File: src/rtl/pipe_hazard_ctrl_if.sv
// pipe_hazard_ctrl_if: hazard inputs from the pipeline stages and the latch/PC controls going back to them.
interface pipe_hazard_ctrl_if #(parameter int CNT_W = 32);
    logic [4:0]       ID_rs1, ID_rs2, EX_rd;
    logic             ID_use_rs1, ID_use_rs2, EX_is_load, EX_redirect;
    logic             imem_ready, dmem_req, dmem_ready, clr_cnt;
    logic             PC_EN, IF_ID_EN, ID_EX_EN, EX_MEM_EN, MEM_WB_EN;
    logic             Data_stall, flush, ID_EX_flush, mem_timeout;
    logic [CNT_W-1:0] stall_cnt, flush_cnt, freeze_cnt;
    modport master (
        output ID_rs1, ID_rs2, EX_rd, ID_use_rs1, ID_use_rs2, EX_is_load, EX_redirect,
        output imem_ready, dmem_req, dmem_ready, clr_cnt,
        input  PC_EN, IF_ID_EN, ID_EX_EN, EX_MEM_EN, MEM_WB_EN,
        input  Data_stall, flush, ID_EX_flush, mem_timeout, stall_cnt, flush_cnt, freeze_cnt
    );
    modport slave (
        input  ID_rs1, ID_rs2, EX_rd, ID_use_rs1, ID_use_rs2, EX_is_load, EX_redirect,
        input  imem_ready, dmem_req, dmem_ready, clr_cnt,
        output PC_EN, IF_ID_EN, ID_EX_EN, EX_MEM_EN, MEM_WB_EN,
        output Data_stall, flush, ID_EX_flush, mem_timeout, stall_cnt, flush_cnt, freeze_cnt
    );
endinterface

File: src/rtl/pipe_hazard_ctrl.sv
// pipe_hazard_ctrl: per-cycle advance/hold/bubble decisions for the 5-stage pipe, freeze watchdog and hazard counters.
module pipe_hazard_ctrl #(
    parameter int MAX_WAIT = 16,
    parameter int CNT_W    = 32
) (
    input logic                clk,
    input logic                rst,
    pipe_hazard_ctrl_if.slave  bus
);
    localparam int WW = (MAX_WAIT > 0) ? $clog2(MAX_WAIT + 1) : 1;
    localparam logic [WW-1:0] LAST = WW'((MAX_WAIT > 0) ? MAX_WAIT - 1 : 0);
    typedef enum logic [1:0] {RUN, FREEZE, HALT} state_t;
    state_t           state;
    logic [WW-1:0]    wait_cnt;
    logic [CNT_W-1:0] stall_q, flush_q, freeze_q;
    logic freeze, load_use, halt, sel_redir, sel_lu, run_en, wd_fire;
    always_comb begin
        freeze    = ~bus.imem_ready | (bus.dmem_req & ~bus.dmem_ready);
        load_use  = bus.EX_is_load & (bus.EX_rd != 5'd0) &
                    ((bus.ID_use_rs1 & (bus.ID_rs1 == bus.EX_rd)) |
                     (bus.ID_use_rs2 & (bus.ID_rs2 == bus.EX_rd)));
        halt      = state == HALT;
        run_en    = ~halt & ~freeze;
        sel_redir = run_en & bus.EX_redirect;
        sel_lu    = run_en & ~bus.EX_redirect & load_use;
        wd_fire   = (MAX_WAIT > 0) && freeze && (wait_cnt == LAST);
    end
    // A redirect outranks load-use: the instruction that would stall is wrong-path anyway.
    always_comb begin
        bus.PC_EN       = run_en & ~sel_lu;
        bus.IF_ID_EN    = run_en;
        bus.ID_EX_EN    = run_en;
        bus.EX_MEM_EN   = run_en;
        bus.MEM_WB_EN   = run_en;
        bus.Data_stall  = sel_lu;
        bus.flush       = sel_redir;
        bus.ID_EX_flush = sel_redir | sel_lu;
        bus.mem_timeout = halt;
        bus.stall_cnt   = stall_q;
        bus.flush_cnt   = flush_q;
        bus.freeze_cnt  = freeze_q;
    end
    always_ff @(posedge clk) begin
        if (rst) begin
            state    <= RUN;
            wait_cnt <= '0;
        end else begin
            wait_cnt <= freeze ? wait_cnt + 1'b1 : '0;
            case (state)
                RUN:     state <= wd_fire ? HALT : (freeze ? FREEZE : RUN);
                FREEZE:  state <= wd_fire ? HALT : (freeze ? FREEZE : RUN);
                default: state <= HALT;
            endcase
        end
    end
    always_ff @(posedge clk) begin
        if (rst || bus.clr_cnt) begin
            stall_q  <= '0;
            flush_q  <= '0;
            freeze_q <= '0;
        end else if (!halt) begin
            stall_q  <= stall_q + CNT_W'(sel_lu);
            flush_q  <= flush_q + CNT_W'(sel_redir);
            freeze_q <= freeze_q + CNT_W'(freeze);
        end
    end
endmodule

File: src/flat_wrapper.sv
// flat-port wrapper written by rule: the top's interface ports become plain ports
module pipe_hazard_ctrl_flat 
#(
    parameter int MAX_WAIT = 16,
    parameter int CNT_W    = 32
)
  (clk, rst, bus_ID_rs1, bus_ID_rs2, bus_EX_rd, bus_ID_use_rs1, bus_ID_use_rs2, bus_EX_is_load, bus_EX_redirect, bus_imem_ready, bus_dmem_req, bus_dmem_ready, bus_clr_cnt, bus_PC_EN, bus_IF_ID_EN, bus_ID_EX_EN, bus_EX_MEM_EN, bus_MEM_WB_EN, bus_Data_stall, bus_flush, bus_ID_EX_flush, bus_mem_timeout, bus_stall_cnt, bus_flush_cnt, bus_freeze_cnt);
  pipe_hazard_ctrl_if #(.CNT_W(CNT_W)) bus_i ();
  input logic clk;
  input logic rst;
  input wire logic [$bits(bus_i.ID_rs1)-1:0] bus_ID_rs1;
  input wire logic [$bits(bus_i.ID_rs2)-1:0] bus_ID_rs2;
  input wire logic [$bits(bus_i.EX_rd)-1:0] bus_EX_rd;
  input wire logic [$bits(bus_i.ID_use_rs1)-1:0] bus_ID_use_rs1;
  input wire logic [$bits(bus_i.ID_use_rs2)-1:0] bus_ID_use_rs2;
  input wire logic [$bits(bus_i.EX_is_load)-1:0] bus_EX_is_load;
  input wire logic [$bits(bus_i.EX_redirect)-1:0] bus_EX_redirect;
  input wire logic [$bits(bus_i.imem_ready)-1:0] bus_imem_ready;
  input wire logic [$bits(bus_i.dmem_req)-1:0] bus_dmem_req;
  input wire logic [$bits(bus_i.dmem_ready)-1:0] bus_dmem_ready;
  input wire logic [$bits(bus_i.clr_cnt)-1:0] bus_clr_cnt;
  output wire logic [$bits(bus_i.PC_EN)-1:0] bus_PC_EN;
  output wire logic [$bits(bus_i.IF_ID_EN)-1:0] bus_IF_ID_EN;
  output wire logic [$bits(bus_i.ID_EX_EN)-1:0] bus_ID_EX_EN;
  output wire logic [$bits(bus_i.EX_MEM_EN)-1:0] bus_EX_MEM_EN;
  output wire logic [$bits(bus_i.MEM_WB_EN)-1:0] bus_MEM_WB_EN;
  output wire logic [$bits(bus_i.Data_stall)-1:0] bus_Data_stall;
  output wire logic [$bits(bus_i.flush)-1:0] bus_flush;
  output wire logic [$bits(bus_i.ID_EX_flush)-1:0] bus_ID_EX_flush;
  output wire logic [$bits(bus_i.mem_timeout)-1:0] bus_mem_timeout;
  output wire logic [$bits(bus_i.stall_cnt)-1:0] bus_stall_cnt;
  output wire logic [$bits(bus_i.flush_cnt)-1:0] bus_flush_cnt;
  output wire logic [$bits(bus_i.freeze_cnt)-1:0] bus_freeze_cnt;
  assign bus_i.ID_rs1 = bus_ID_rs1;
  assign bus_i.ID_rs2 = bus_ID_rs2;
  assign bus_i.EX_rd = bus_EX_rd;
  assign bus_i.ID_use_rs1 = bus_ID_use_rs1;
  assign bus_i.ID_use_rs2 = bus_ID_use_rs2;
  assign bus_i.EX_is_load = bus_EX_is_load;
  assign bus_i.EX_redirect = bus_EX_redirect;
  assign bus_i.imem_ready = bus_imem_ready;
  assign bus_i.dmem_req = bus_dmem_req;
  assign bus_i.dmem_ready = bus_dmem_ready;
  assign bus_i.clr_cnt = bus_clr_cnt;
  assign bus_PC_EN = bus_i.PC_EN;
  assign bus_IF_ID_EN = bus_i.IF_ID_EN;
  assign bus_ID_EX_EN = bus_i.ID_EX_EN;
  assign bus_EX_MEM_EN = bus_i.EX_MEM_EN;
  assign bus_MEM_WB_EN = bus_i.MEM_WB_EN;
  assign bus_Data_stall = bus_i.Data_stall;
  assign bus_flush = bus_i.flush;
  assign bus_ID_EX_flush = bus_i.ID_EX_flush;
  assign bus_mem_timeout = bus_i.mem_timeout;
  assign bus_stall_cnt = bus_i.stall_cnt;
  assign bus_flush_cnt = bus_i.flush_cnt;
  assign bus_freeze_cnt = bus_i.freeze_cnt;
  pipe_hazard_ctrl #(.MAX_WAIT(MAX_WAIT), .CNT_W(CNT_W)) u_core (.clk(clk), .rst(rst), .bus(bus_i));
endmodule
File: config.mk
export PLATFORM = sky130hd
export DESIGN_NAME = pipe_hazard_ctrl_flat
export DESIGN_NICKNAME = d
export VERILOG_FILES = /design/src/rtl/pipe_hazard_ctrl_if.sv /design/src/rtl/pipe_hazard_ctrl.sv /design/src/flat_wrapper.sv
export SDC_FILE = /design/constraint.sdc
export NUM_CORES = 1
export LEC_CHECK = 0
export BUFFER_PORTS_ARGS = -buffer_cell sky130_fd_sc_hd__buf_2
export CAP_MARGIN = 20
export CORE_MARGIN = 2
export CORE_UTILIZATION = 40
export CTS_BUF_LIST = sky130_fd_sc_hd__clkbuf_4 sky130_fd_sc_hd__clkbuf_8 sky130_fd_sc_hd__clkbuf_16
export DETAILED_ROUTE_END_ITERATION = 8
export PLACE_DENSITY = 0.71
export REMOVE_ABC_BUFFERS = 1
export SETUP_SLACK_MARGIN = 0.5
export SYNTH_ARGS = -nofsm -noshare
export SYNTH_HDL_FRONTEND = slang
export SYNTH_SLANG_ARGS = --single-unit
File: constraint.sdc
create_clock -name clk -period 3.6 [get_ports clk]
set_clock_uncertainty 0.15 [all_clocks]
set_input_delay 0.18 -clock clk [delete_from_list [all_inputs] [get_ports clk]]
set_output_delay 0.18 -clock clk [all_outputs]
set_load 0.02 [all_outputs]
==> results.toml, run 1 <==
[critical_path]
worst_path_most_repeated_cell = "ha_1"
critPathSlowestCell = "or4_1"
cp_max_fo = 15
crit_buf_inv = 2
critPathLaunchType = "flip-flop"
critical_path.top_delay_family = "simple AND/OR/NAND/NOR gates"
worst_ep_required_time_ns = 3.72
critPathMaxStageDelay_ns = 0.46
cp-end-kind = "flip-flop"
worstSetupPathType = "reg -> reg"
cp.arrival_ns = 2.85
path_cells = "nand2b_1 > inv_2 > nor3_1 > ha_1 > ha_1 > nor3b_2 > buf_4 > nand3_2 > or4_1 > a21oi_1"

[pwr]
p_seq_share_pct = 51.9
p_sw_uw = 493
p_leak_nw = 2.35
swShare_pct = 22.3
ir_worst_vdd_mv = 0.189
powerDensity_nw_per_um2 = 373
combinationalPowerShare_pct = 3.5
p_int_mw = 1.71
power_frac_clock_pct = 44.6

[routing]
drtAntennaViolNets = 0
wl_per_cell_um = 13.5
drt-pass1-iter-count = 4
dr.first_iter.drc_count = 224
viasPerCell = 5.24
wirelength_mm = 11.3
drc = 0
via_count = 4390

[layout]
diodes = 0
multi_input_area_um2 = 2630
seq_area_um2 = 2060
nets = 718
n_fill_cell = 1198
fin_util_pct = 49.4
stdcell_count = 837
final_layout_size_suffix_gt1_share_pct = 23.9
syn_to_final_growth_pct = 21.2

[global_routing]
grt_max_degree = 54
grt_usage_pct = 17.3
grt_pass1_wl_mm = 18.5
grt_pass1_vias = 4111
antenna_found_initial = 0
gr-total-overflow = 0

[synth]
synthArstFlopShare_pct = 0
synth_top_family_by_area = "simple AND/OR/NAND/NOR gates"
synthSimpleGateAreaFrac_pct = 31.6
synthDominantCellAreaShare_pct = 42.3
synth_top_area_cell = "dfxtp_1"
ys_seq_elements = 103
yosysUniqueCellTypes = 41
synth_edf_count = 0
synth-xor-area-share_pct = 15.3
synth_area_um2 = 4880
synth_common_cells = "dfxtp_1, nor2_1, xor2_1, nand2_1, nand4_1"
yosysMostFrequentCell = "dfxtp_1"
ys_seq_area_share_pct = 42.3
synth.mux.area_fraction_pct = 0
synthTopCellsByArea = "dfxtp_1, xor2_1, xnor2_1, nor2_1, nand4_1"
synthAdderAreaFrac_pct = 2.05
synthFlopType = "dfxtp_1"
ys_warn_count = 0
syn_inst = 567
synth.avg_cell_area_um2 = 8.61
synth_compound_area_share_pct = 4.95

[floorplan]
dieArea_um2 = 13100
initial_utilization_pct = 40.8
die_w_um = 114
die_h_um = 114
ioPinCount = 130
rows = 40
core_area_um2 = 12000

[clock_network]
cts_max_level = 3
path_clk_slew_ns = 0.07
cts_root_buf = "clkbuf_16"
worstSkewPairLatency_ns = 0.35
cts_buffers = 9
cts_buffer_depth = 2
cts.repair.resized = 0
cts_sinks = 103
cts_tree = "built"

[timing]
fmax_mhz = 367
fin_tns_setup_ns = 0
finalSetupViolCount = 0
grt_setup_unrepaired = "false"
fin_hold_ws_ns = 0.180
maxSlewHeadroom_pct = 43.7
period_minus_slack_ns = 2.72
worst_pin_slew_ns = 0.845
final_max_slew_viol_count = 0
hold_viol = 0
finalCritPeriodShare_pct = 75.6

[place]
hpwl_mm = 8.21
io_buffers = 129
dp.cells = 820
gp_congestion = 0.804

[run]
drv_cap = 0

[min_path]
hold_class = "in -> reg"

[run_status]
status = "completed"
path summary, 6_finish.rpt:
kind / depth (start not counted) / from / end / slack (ns)
worst max-delay path: 10 / u_core.state[1] / u_core.bus.flush_cnt[22] / 0.88
worst min-delay path: 4 / bus_dmem_ready / u_core.state[1] / 0.18
worst max register to register: 10 / u_core.state[1] / u_core.bus.flush_cnt[22] / 0.88
worst min register to register: 1 / u_core.state[1] / u_core.state[0] / 0.31
what timing repair did:
action,4_1_cts,5_1_grt
hold buffers,1,0
buffers inserted,0,0
endpoints found under the hold margin,1,0
placed cells by master (no fill, tap or decap), drive strengths merged, types with 9 or more instances in the layout:
cell / count
a21oi: 24
and3: 12
and4: 11
buf: 134
clkbuf: 9
dfxtp: 103
inv: 14
nand2: 48
nand3: 29
nand4: 41
nor2: 85
nor3: 10
nor4: 17
o21ai: 17
or3: 16
xnor2: 37
xor2: 48
worst min-delay path: stages:
cell,delay (ns)
buf_2,0.08
o21ai_1,0.15
a21oi_1,0.19
nor2_1,0.05
area by class of cell:
| cell class | count | area share, % |
|---|---|---|
| clock buffers | 9 | 3.81 |
| well taps | 147 | 3.11 |
| multi-input cells | 424 | 44.5 |
| repair buffers | 135 | 11.7 |
| clock inverters | 7 | 1.18 |
| inverters | 12 | 0.762 |
| flip-flops and latches | 103 | 34.9 |
power by group through the flow:
stage | Sequential, mW | Combinational [mW] | Clock, mW
3_5_place_dp | 1.17 | 0.0778 | 0
3_3_place_gp | 1.17 | 0.0744 | 0
4_1_cts | 1.14 | 0.0787 | 1.01
2_1_floorplan | 1.17 | 0.0412 | 0
5_1_grt | 1.14 | 0.0858 | 1.05
6_report | 1.14 | 0.0774 | 0.983
flip-flops by register name, summed over array words and instances (netlist names):
| name | count |
|---|---|
| u_core.bus.flush_cnt | 32 |
| u_core.bus.freeze_cnt | 32 |
| u_core.bus.stall_cnt | 32 |
| u_core.wait_cnt | 5 |
| u_core.state | 2 |
kinds of logic (layout without fill, tap and decap cells):
group,count (synthesis),count (layout)
buffers and inverters,40,163
AND/OR/NAND/NOR,285,285
AO/OA/AOI/OAI,46,46
flip-flops,103,103
XOR/XNOR,85,85
adder cells (fa/ha/maj),8,8
routing by layer:
layer	routed length, um	part of all wire, %	GRT usage (%)
met5	0	0	0
met4	200	1.8	7.32
met3	509	4.5	3.44
met2	5520	49	30.2
met1	5100	45	20.8
per-stage QoR:
stage                     setup WS [ns]  total power [mW]  cell area [um2]
after detailed placement          0.753              1.25             5610
after CTS                         0.863              2.23             5910
final                             0.878              2.20             5910
after floorplan                  0.0783              1.21             4730
after global routing              0.658              2.28             5910
after global placement            0.875              1.25             5610
Power figures use the tool's default switching activity.
==> run 2, diff against run 1 <==
==> constraint.sdc (replaced) <==
create_clock -name clk -period 2.6 [get_ports clk]
set_clock_uncertainty 0.15 [all_clocks]
set_input_delay 0.13 -clock clk [delete_from_list [all_inputs] [get_ports clk]]
set_output_delay 0.13 -clock clk [all_outputs]
set_load 0.02 [all_outputs]
==> run 2 against run 1 <==
Non-clock buffer count increased by 46. Highest routed layer unchanged. Clock power increased by 33%. Largest power group unchanged. Setup slack got worse by 0.63 ns. Die area unchanged. Routed wire length increased by 13%. Power increased by 37%. Via count increased by 5.0%. Combinational power increased by 76%.
==> results.toml, run 2 (synthesis gave the netlist of run 1 again) <==
[timing]
fin_tns_setup_ns = 0
period_minus_slack_ns = 2.36
hold_viol = 0
fmax_mhz = 424
final_max_slew_viol_count = 0
maxSlewHeadroom_pct = 41.4
fin_hold_ws_ns = 0.0383
worst_pin_slew_ns = 0.879
grt_setup_unrepaired = "true"
finalSetupViolCount = 0
finalCritPeriodShare_pct = 90.6

[run_status]
status = "completed"

[clock_network]
cts_buffer_depth = 2
path_clk_slew_ns = 0.07
cts_max_level = 3
cts_tree = "built"
cts_root_buf = "clkbuf_16"
cts_buffers = 9
cts_sinks = 103
worstSkewPairLatency_ns = 0.35

[critical_path]
critPathLaunchType = "input pin"
worstSetupPathType = "in -> reg"
cp-end-kind = "flip-flop"
worst_ep_required_time_ns = 2.69
cp_max_fo = 7
startpoint = "bus_EX_rd[1]"
reg2reg_from = "u_core.state[0]"
cp.arrival_ns = 2.45

[layout]
nets = 764
syn_to_final_growth_pct = 41.7
diodes = 0
layout_common_cells = "buf_2, dfxtp_1, nor2_1"
n_fill_cell = 1039
final_layout_size_suffix_gt1_share_pct = 36.5
stdcell_count = 883
final_common_cell = "buf_2"

[floorplan]
dieArea_um2 = 13100
die_h_um = 114
core_area_um2 = 12000
die_w_um = 114
ioPinCount = 130
initial_utilization_pct = 40.8
rows = 40

[min_path]
hold_start = "bus_imem_ready"
hold_class = "in -> reg"

[global_routing]
gr-total-overflow = 0
grt_usage_pct = 18.7
grt_pass1_wl_mm = 19.8
grt_max_degree = 54
grt_pass1_vias = 4312
antenna_found_initial = 0

[place]
dp.cells = 830
gp_congestion = 0.802
io_buffers = 129
hpwl_mm = 8.34

[routing]
drtAntennaViolNets = 0
drt-pass1-iter-count = 4
via_count = 4609
wirelength_mm = 12.8
dr.first_iter.drc_count = 233
drc = 0
viasPerCell = 5.22
wl_per_cell_um = 14.4

[pwr]
powerDensity_nw_per_um2 = 438
p_leak_nw = 2.93
ir_worst_vdd_mv = 0.253

[run]
drv_cap = 0
## run 2: worst max-delay path, stage by stage
cell and delay [ns]:
buf_8 0.11, xnor2_2 0.14, nand4_1 0.10, o22ai_1 0.17, o211ai_1 0.17, nor4_2 0.34, ha_2 0.28, and2_4 0.17
nand4_4 0.18, buf_6 0.20, nor4_4 0.26, xnor2_1 0.15, nor2_1 0.06
## run 2: layout make-up
type	instances	area [um2]	share of cell area, %
clock buffer	11	253	3.65
inverter	12	47.5	0.687
clock inverter	5	32.5	0.470
sequential	103	2070	29.9
tap	147	184	2.66
multi-input combinational	424	3160	45.7
timing repair buffer	181	1170	17.0
## run 2: layer usage
metal | track usage [%] | vias up | share of wire [%]
li1 | - | 2293 | -
met1 | 22.5 | 2187 | 43
met2 | 32.0 | 115 | 51
met3 | 3.92 | 14 | 4.7
met4 | 8.05 | 0 | 1.9
met5 | 0 | - | 0
## run 2: where the power goes
part	internal (mW)	switching, mW
clock network	0.698	0.607
registers	1.58	0.00415
logic	0.0612	0.0751
## run 2: repair_timing
item	in CTS	in global routing
endpoints found under the setup margin	56	82
hold endpoints to repair	1	0
cloned	0	1
resized for setup	45	81
hold buffers	1	0
pin swaps	18	58
buffers inserted	17	18
## run 2: worst paths after layout
check             slack (ns)                  endpoint  cells after the start
setup / recovery        0.24  u_core.bus.stall_cnt[31]                     13
hold / removal          0.04           u_core.state[1]                      4
setup reg to reg        0.36  u_core.bus.stall_cnt[31]                     10
hold reg to reg         0.30        u_core.wait_cnt[0]                      1
## run 2: per-stage QoR
| stage | power (mW) | setup WS (ns) | util [%] | area (um2) |
|---|---|---|---|---|
| global route | 3.13 | 0.118 | 57.8 | 6920 |
| floorplan | 1.68 | -0.922 | - | 4730 |
| global placement | 1.73 | -0.0314 | 47.6 | 5700 |
| detailed placement | 1.73 | -0.114 | 47.6 | 5700 |
| finish | 3.03 | 0.243 | 57.8 | 6920 |
| CTS | 3.03 | 0.308 | 53.4 | 6390 |
==> run 3, diff against run 2 <==
--- a/config.mk
+++ b/config.mk
@@ -5,8 +5,10 @@
 export SDC_FILE = /design/constraint.sdc
 export NUM_CORES = 1
 export LEC_CHECK = 0
+export ABC_AREA = 0
 export BUFFER_PORTS_ARGS = -buffer_cell sky130_fd_sc_hd__buf_2
 export CAP_MARGIN = 20
+export CORE_ASPECT_RATIO = 0.75
 export CORE_MARGIN = 2
 export CORE_UTILIZATION = 40
 export CTS_BUF_LIST = sky130_fd_sc_hd__clkbuf_4 sky130_fd_sc_hd__clkbuf_8 sky130_fd_sc_hd__clkbuf_16
@@ -14,6 +16,7 @@
 export PLACE_DENSITY = 0.71
 export REMOVE_ABC_BUFFERS = 1
 export SETUP_SLACK_MARGIN = 0.5
+export SLEW_MARGIN = 20
 export SYNTH_ARGS = -nofsm -noshare
 export SYNTH_HDL_FRONTEND = slang
 export SYNTH_SLANG_ARGS = --single-unit
==> run 3 against run 2 <==
Critical path depth is 4 lower. Clock power is 18% higher. Routed wire length is 1.4% higher. Final cell count is 0.79% higher. Global-route usage is 0.57 points higher. Maximum frequency is 3.9% higher. Core utilization is 0.85 points higher. Sequential share of layout area is 0.10 points higher. Setup slack better by 0.089 ns. Combinational power is 4% lower. First-iteration DRC count is 3.4% lower. Critical endpoint is now u_core.bus.stall_cnt[27].
==> results.toml, run 3 (synthesis gave the netlist of run 1 again) <==
[floorplan]
core_area_um2 = 11700
rows = 34
die_w_um = 132
ioPinCount = 130
initial_utilization_pct = 41.6
dieArea_um2 = 13100
die_h_um = 99.7

[timing]
finalCritPeriodShare_pct = 87.2
finalSetupViolCount = 0
fmax_mhz = 441
timing.final.ws_setup_ns = 0.333
period_minus_slack_ns = 2.27
final_max_slew_viol_count = 0
grt_setup_unrepaired = "true"
worst_pin_slew_ns = 0.618
hold_viol = 0
maxSlewHeadroom_pct = 58.7

[routing]
via_count = 4632
wl_per_cell_um = 14.5
drc = 0
drtAntennaViolNets = 0
wirelength_mm = 12.9
dr.first_iter.drc_count = 225
viasPerCell = 5.20
drt-pass1-iter-count = 4

[place]
io_buffers = 129
dp_slack_ns = -0.204
hpwl_mm = 8.72
gp_congestion = 0.849

[layout]
final_layout_size_suffix_gt1_share_pct = 35.4
n_fill_cell = 1056
fin_util_pct = 58.7
layout_common_cells = "buf_2, dfxtp_1, nor2_1"
syn_to_final_growth_pct = 41.2
nets = 756
diodes = 0
final_common_cell = "buf_2"

[critical_path]
worstSetupPathType = "reg -> reg"
critPathCapture = "u_core.bus.stall_cnt[27]"
worst_ep_required_time_ns = 2.64
rrSetupSlack_ns = 0.33
cp-end-kind = "flip-flop"
critPathLaunchType = "flip-flop"
timing.rr.end = "u_core.bus.stall_cnt[27]"
startpoint = "u_core.state[0]"
cp_max_fo = 5
worst-r2r-cell-count = 9
cp.arrival_ns = 2.31
reg2reg_from = "u_core.state[0]"

[global_routing]
grt_pass1_vias = 4436
grt_usage_pct = 19.2
grt_pass1_wl_mm = 21.1
grt_max_degree = 50
gr-total-overflow = 0
antenna_found_initial = 0

[clock_network]
worstSkewPairLatency_ns = 0.33
cts_buffers = 9
path_clk_slew_ns = 0.07
cts_buffer_depth = 2
cts_sinks = 103
cts_max_level = 3
cts_tree = "built"
cts_root_buf = "clkbuf_16"

[pwr]
p_leak_nw = 2.91
design_power_total_mw = 3.27
powerDensity_nw_per_um2 = 475
ir_worst_vdd_mv = 0.354

[run_status]
status = "completed"

[run]
drv_cap = 0

[min_path]
hold_class = "in -> reg"
-- run 3: cell types whose count changed in the layout (fill, tap and decap cells not counted), sizes merged --
cell	change
buf	-9
bufinv	+3
clkinv	-1
clkinvlp	-3
inv	+1
nand4	+1
-- run 3: per-stage QoR --
stage          area, um2  std cells  TNS [ns]  hold WS [ns]
3_5_place_dp        5740        847     -2.22         0.187
4_1_cts             6570        881         0         0.110
6_report            6890        890         0         0.117
2_1_floorplan       4730        539    -40.19        0.0524
5_1_grt             6890        890         0         0.134
3_3_place_gp        5740        847    -0.296         0.177
-- run 3: worst min-delay path by stage --
stage	start	slack (ns)	to	cells after the start
final	bus_imem_ready	0.12	u_core.state[1]	4
after global placement	rst	0.18	u_core.state[1]	2
after global routing	bus_imem_ready	0.13	u_core.state[1]	4
after floorplan	rst	0.05	u_core.state[1]	1
after CTS	bus_imem_ready	0.11	u_core.state[1]	4
after detailed placement	rst	0.19	u_core.state[1]	2
-- run 3: per-layer routing --
| metal | GRT usage (%) | wire [um] | share of wire [%] |
|---|---|---|---|
| met5 | 0 | 0 | 0 |
| met4 | 5.77 | 201 | 1.6 |
| met3 | 4.38 | 620 | 4.8 |
| met2 | 31.7 | 6130 | 47 |
| met1 | 25.4 | 5980 | 46 |
-- run 3: power breakdown --
group          switching, mW  leakage, nW  internal (mW)
Sequential           0.00422        0.831           1.58
Combinational         0.0757         1.90         0.0556
Clock                  0.572        0.174          0.980
-- run 3: what timing repair did --
action / CTS / global route
buffers inserted: 15 / 9
hold endpoints to repair: 1 / 0
hold buffers: 1 / 0
pin swaps: 34 / 23
gates resized for setup: 60 / 53
setup endpoints to repair: 58 / 73
gates cloned: 2 / 0
-- run 3: worst max-delay path, cell delays in order (launching register included) --
cell      delay [ns]
dfxtp_2         0.32
nand2b_4        0.12
inv_4           0.05
nor4_4          0.30
ha_2            0.27
and2_4          0.19
nand4_4         0.20
nor4_4          0.30
xnor2_1         0.16
nor2_1          0.07
-- run 3: layout make-up --
cell class / count / area [um2] / share of cell area [%]
clock inverter: 5 / 104 / 1.51
multi-input combinational: 425 / 3160 / 45.8
timing repair buffer: 172 / 1070 / 15.5
clock buffer: 11 / 246 / 3.58
inverter: 12 / 47.5 / 0.690
sequential: 103 / 2060 / 30.0
tap: 162 / 203 / 2.94
